==> config.mk <==
export PLATFORM = sky130hd
export DESIGN_NAME = vga_line_reader
export DESIGN_NICKNAME = d
export VERILOG_FILES = /design/src/rtl/vga_line_reader.sv
export SDC_FILE = /design/constraint.sdc
export NUM_CORES = 1
export LEC_CHECK = 0
export CORE_MARGIN = 8
export CORE_UTILIZATION = 30
export DETAILED_ROUTE_END_ITERATION = 6
export GPL_TIMING_DRIVEN = 0
export PLACE_DENSITY = 0.64
export SLEW_MARGIN = 20
export SYNTH_ARGS = -nofsm -noshare
export SYNTH_HDL_FRONTEND = slang
export SYNTH_SLANG_ARGS = --single-unit
==> constraint.sdc <==
create_clock -name pclk -period 1.55 [get_ports pclk]
set_clock_uncertainty 0.05 [all_clocks]
set_input_delay 0.31 -clock pclk [delete_from_list [all_inputs] [get_ports pclk]]
set_output_delay 0.31 -clock pclk [all_outputs]
set_load 0.05 [all_outputs]
==> src/rtl/vga_line_reader.sv <==
// rtl/vga_line_reader.sv - VGA timing generator replaying one buffered grayscale line to the DAC
// Three-stage pipeline: counters -> RAM address -> RAM data -> registered pins.
module vga_line_reader #(
    parameter int   H_ACTIVE = 640,
    parameter int   H_FP     = 16,
    parameter int   H_SYNC   = 96,
    parameter int   H_BP     = 48,
    parameter int   V_ACTIVE = 480,
    parameter int   V_FP     = 10,
    parameter int   V_SYNC   = 2,
    parameter int   V_BP     = 33,
    parameter logic SYNC_POL = 1'b0
) (
    input  logic       pclk,
    input  logic       rst_n,
    input  logic [3:0] RDATA,
    output logic [9:0] RADDR,
    output logic       RE,
    output logic [3:0] vga_r,
    output logic [3:0] vga_g,
    output logic [3:0] vga_b,
    output logic       hsync,
    output logic       vsync,
    output logic       de,
    output logic       line_start,
    output logic       frame_start
);

    localparam int H_TOTAL = H_ACTIVE + H_FP + H_SYNC + H_BP;
    localparam int V_TOTAL = V_ACTIVE + V_FP + V_SYNC + V_BP;

    localparam logic [9:0] L_H_ACTIVE = 10'(H_ACTIVE);
    localparam logic [9:0] L_V_ACTIVE = 10'(V_ACTIVE);
    localparam logic [9:0] L_H_LAST   = 10'(H_TOTAL - 1);
    localparam logic [9:0] L_V_LAST   = 10'(V_TOTAL - 1);
    localparam logic [9:0] L_HS_FIRST = 10'(H_ACTIVE + H_FP);
    localparam logic [9:0] L_HS_LAST  = 10'(H_ACTIVE + H_FP + H_SYNC - 1);
    localparam logic [9:0] L_VS_FIRST = 10'(V_ACTIVE + V_FP);
    localparam logic [9:0] L_VS_LAST  = 10'(V_ACTIVE + V_FP + V_SYNC - 1);

    logic [9:0] r_h_cnt;
    logic [9:0] r_v_cnt;

    // Flag bundles travel alongside the RAM read: {frame_start, line_start, vs_win, hs_win, de}
    logic [4:0] r_s1_flags;
    logic [4:0] r_s2_flags;

    logic w_active;
    logic w_hs_win;
    logic w_vs_win;
    logic w_line_start;
    logic w_frame_start;
    logic w_h_wrap;

    assign w_active      = (r_h_cnt < L_H_ACTIVE) && (r_v_cnt < L_V_ACTIVE);
    assign w_hs_win      = (r_h_cnt >= L_HS_FIRST) && (r_h_cnt <= L_HS_LAST);
    assign w_vs_win      = (r_v_cnt >= L_VS_FIRST) && (r_v_cnt <= L_VS_LAST);
    assign w_line_start  = w_active && (r_h_cnt == 10'd0);
    assign w_frame_start = (r_h_cnt == 10'd0) && (r_v_cnt == 10'd0);
    assign w_h_wrap      = (r_h_cnt == L_H_LAST);

    always_ff @(posedge pclk or negedge rst_n) begin
        if (!rst_n) begin
            r_h_cnt     <= 10'd0;
            r_v_cnt     <= 10'd0;
            RE          <= 1'b0;
            RADDR       <= 10'd0;
            r_s1_flags  <= 5'd0;
            r_s2_flags  <= 5'd0;
            vga_r       <= 4'd0;
            vga_g       <= 4'd0;
            vga_b       <= 4'd0;
            hsync       <= ~SYNC_POL;
            vsync       <= ~SYNC_POL;
            de          <= 1'b0;
            line_start  <= 1'b0;
            frame_start <= 1'b0;
        end else begin
            if (w_h_wrap) begin
                r_h_cnt <= 10'd0;
                r_v_cnt <= (r_v_cnt == L_V_LAST) ? 10'd0 : r_v_cnt + 10'd1;
            end else begin
                r_h_cnt <= r_h_cnt + 10'd1;
            end

            RE         <= w_active;
            RADDR      <= w_active ? r_h_cnt : 10'd0;
            r_s1_flags <= {w_frame_start, w_line_start, w_vs_win, w_hs_win, w_active};

            r_s2_flags <= r_s1_flags;

            // RDATA now belongs to the same counter state as r_s2_flags
            vga_r       <= r_s2_flags[0] ? RDATA : 4'd0;
            vga_g       <= r_s2_flags[0] ? RDATA : 4'd0;
            vga_b       <= r_s2_flags[0] ? RDATA : 4'd0;
            de          <= r_s2_flags[0];
            hsync       <= r_s2_flags[1] ? SYNC_POL : ~SYNC_POL;
            vsync       <= r_s2_flags[2] ? SYNC_POL : ~SYNC_POL;
            line_start  <= r_s2_flags[3];
            frame_start <= r_s2_flags[4];
        end
    end

endmodule
==> flow_summary.toml <==
[timing]
relSlewSlack = 0.6425
drv_slew = 0
fin_ws_ns = -0.1927
fmaxAchievable_mhz = 573.8
tightest_slew_ns = 0.5362
setup_viol = 8
rsz0062_at_grt = "true"
period_needed_ns = 1.743
hold_viol_final = 0
fin_crit_sh = 1.124

[floorplanning]
die_area_mm2 = 0.009658
num_rows = 30
fp.coreArea_mm2 = 0.006681
start_util = 0.3039
io_pins = 34
die_w_um = 98.28
die_h_um = 98.28

[routing]
drtAntennaViolNets = 0
drt-met1-wl_mm = 1.716
top_layer_used = "met4"
vias_per_cell = 4.684
dr_total_vias = 1452
first_iter_violations = 96
dr.pass1.iters = 4
drt-total-wl_mm = 4.168
drc_errors = 0
met3_length_um = 263
dr_wl_met2_mm = 2.087
wl_per_cell_um = 13.45

[synth]
avgSynthCellArea_um2 = 11.60
synthesis.nets = 185
synthDistinctLibCells = 34
ys_ff_latch = 49
synthesis.area_mm2 = 0.002031
synth_top_area_share = 0.5792
yosys-top-cells-area = "dfrtp_1 58%, and2_1 4.3%, xor2_1 3.9%, buf_4 3.3%, nand3_1 3.0%"
synth.largest_area_cell = "dfrtp_1"
yosys_warnings = 0
synth-seq-area-share = 0.6051
syn_inst = 175
synth_edf_count = 0
async_reset_ff_frac = 1.000
synth-main-ff-cell = "dfrtp_1"

[global_route]
globalRoute.totalOverflow = 0
grt_max_degree = 28
grt_first_pass_wirelength_mm = 6.913
grt_usage = 0.08828
antenna_found_initial = 0
grt_pass1_vias = 1491

[layout]
synthToLayoutAreaGrowth_pct = 36.11
final_cell_area_mm2 = 0.002764
final_common_cell = "dfrtp_1"
drive_gt1_frac = 0.3478
fillCellCount = 620
diodes = 0
layout_common_cells = "47 x dfrtp_1, 21 x buf_4, 14 x and2_1, 13 x buf_2, 12 x nor2_1"
layout.nets = 239

[outcome]
failed_checks = "negative setup slack"
status = "complete, but fails checks"

[critical_path]
critPathCaptureType = "flop"
worstPathArrival_ns = 1.93
r2r_slack_ns = -0.19
criticalPathCategory = "reg -> reg"
crit_path_start = "r_h_cnt[7]$_DFF_PN0_"
reg2reg_to = "r_v_cnt[9]$_DFFE_PN0N_"
critPathMaxFanout = 6
start_kind = "flop"
r2r-start = "r_h_cnt[7]$_DFF_PN0_"
worst_r2r_path_depth = 5
required_ns = 1.74

[clocking]
clock_latency_ns = 0.31
root_buffer = "clkbuf_8"
cts_made_buffers = 5
ctsHtreeMaxLevel = 2
clk_pin_slew_ns = 0.10
clock_sinks = 49
cts_tree = "yes"
clockBufferDepth = 2

[power_and_ir_drop]
vdd_ir_drop_max_v = 0.0004021
p_clk_frac = 0.434
p_sw_frac = 0.2148
combPwrFrac = 0.055
leakagePower_nw = 1.312
power_density_mw_per_mm2 = 910.8
seqPwrFrac = 0.511
p_total_w = 0.002517
p_switching_w = 0.0005407
internal_power_w = 0.001977

[worst_hold_path]
min-delay-start = "r_s2_flags[1]$_DFF_PN0_"
hp-class = "reg -> reg"
whs_path_depth = 1
whs_endpoint = "hsync$_DFF_PN1_"

[place]
postPlaceCellArea_mm2 = 0.002481
hpwl_mm = 2.750
gp_congestion = 0.8185
io_buffers = 33

[flow_run]
max_cap_violations = 0
cell type report:
type / count / area (µm²) / area share
multi-input combinational: 106 / 780.7 / 0.2825
inverter: 6 / 22.52 / 0.008148
tap: 80 / 100.1 / 0.03622
buffer: 13 / 103.9 / 0.03757
clock inverter: 3 / 68.82 / 0.02490
clock buffer: 5 / 68.82 / 0.02490
timing repair buffer: 48 / 390.4 / 0.1412
sequential: 49 / 1229 / 0.4445
stage by stage:
stage | hold slack, ns | worst slack, ns | cells | setup TNS, ns | utilization
global placement | 0.2832 | -1.259 | 288 | -62.43 | 0.3691
floorplan | -0.03559 | -0.1470 | 175 | -0.1470 | -
finish | 0.3050 | -0.1927 | 310 | -0.6496 | 0.4137
CTS | 0.3059 | -0.1801 | 305 | -0.4775 | 0.4090
detailed placement | 0.2833 | -0.2603 | 289 | -2.151 | 0.3713
global route | 0.3223 | -0.2724 | 310 | -1.502 | 0.4137
cell families after synthesis:
| logic type | count (synthesis) | synth area share |
|---|---|---|
| adder cells (fa/ha/maj) | 4 | 0.02465 |
| flip-flops | 49 | 0.6051 |
| AND/OR/NAND/NOR | 77 | 0.2230 |
| AO/OA/AOI/OAI | 14 | 0.03574 |
| buffers and inverters | 20 | 0.06407 |
| XOR/XNOR | 11 | 0.04745 |
cells in the mapped netlist, types with 2 or more instances:
cell type and count:
dfstp_2 2, nand2_1 8, nand4_1 5, ha_1 4, dfrtp_1 47, nor2_1 15, nor3_1 7, o21ai_0 8
inv_1 6, nor4_1 2, or3_1 2, buf_4 9, xor2_1 9, a21oi_1 5, and2_1 14, nand3_1 12
buf_2 2, xnor2_1 2
worst max-delay path, stage by stage (launching register included):
cell	delay (ns)
dfrtp_1	0.38
buf_6	0.13
nor4b_4	0.37
nand4_4	0.11
or4_1	0.51
a21oi_2	0.14
layer usage:
metal,vias up,GRT usage
li1,690,-
met1,712,0.09453
met2,41,0.1465
met3,9,0.04054
met4,0,0.03896
met5,-,0
worst max-delay path by stage:
stage                             endpoint  depth (start not counted)  slack (ns)
floorplan           r_v_cnt[9]$_DFFE_PN0N_                          5       -0.15
global placement        RADDR[2]$_DFF_PN0_                          1       -1.26
detailed placement  r_v_cnt[9]$_DFFE_PN0N_                          5       -0.26
CTS                 r_v_cnt[9]$_DFFE_PN0N_                          5       -0.18
global route        r_v_cnt[9]$_DFFE_PN0N_                          5       -0.27
finish              r_v_cnt[9]$_DFFE_PN0N_                          5       -0.19
state kept, by name, summed over array words and instances (netlist names):
name / flops
RADDR: 10
r_h_cnt: 10
r_v_cnt: 10
r_s1_flags: 5
r_s2_flags: 5
vga_b: 4
de: 1
frame_start: 1
hsync: 1
line_start: 1
vsync: 1
power groups by stage:
stage	Sequential (W)	Combinational [W]	Clock, W
after floorplan	0.00133	0.0000584	0
after global placement	0.00131	0.000147	0
after detailed placement	0.00131	0.000153	0
after CTS	0.00129	0.000150	0.00111
after global routing	0.00129	0.000150	0.00115
final	0.00129	0.000138	0.00109
repair_timing:
item / CTS / global route
cloned: 0 / 0
setup endpoints to repair: 40 / 30
hold buffers: 1 / 0
resized for setup: 73 / 47
pin swaps: 11 / 8
buffers inserted: 8 / 5
hold endpoints to repair: 20 / 0
Note: power is estimated with default switching activity, not from simulation.
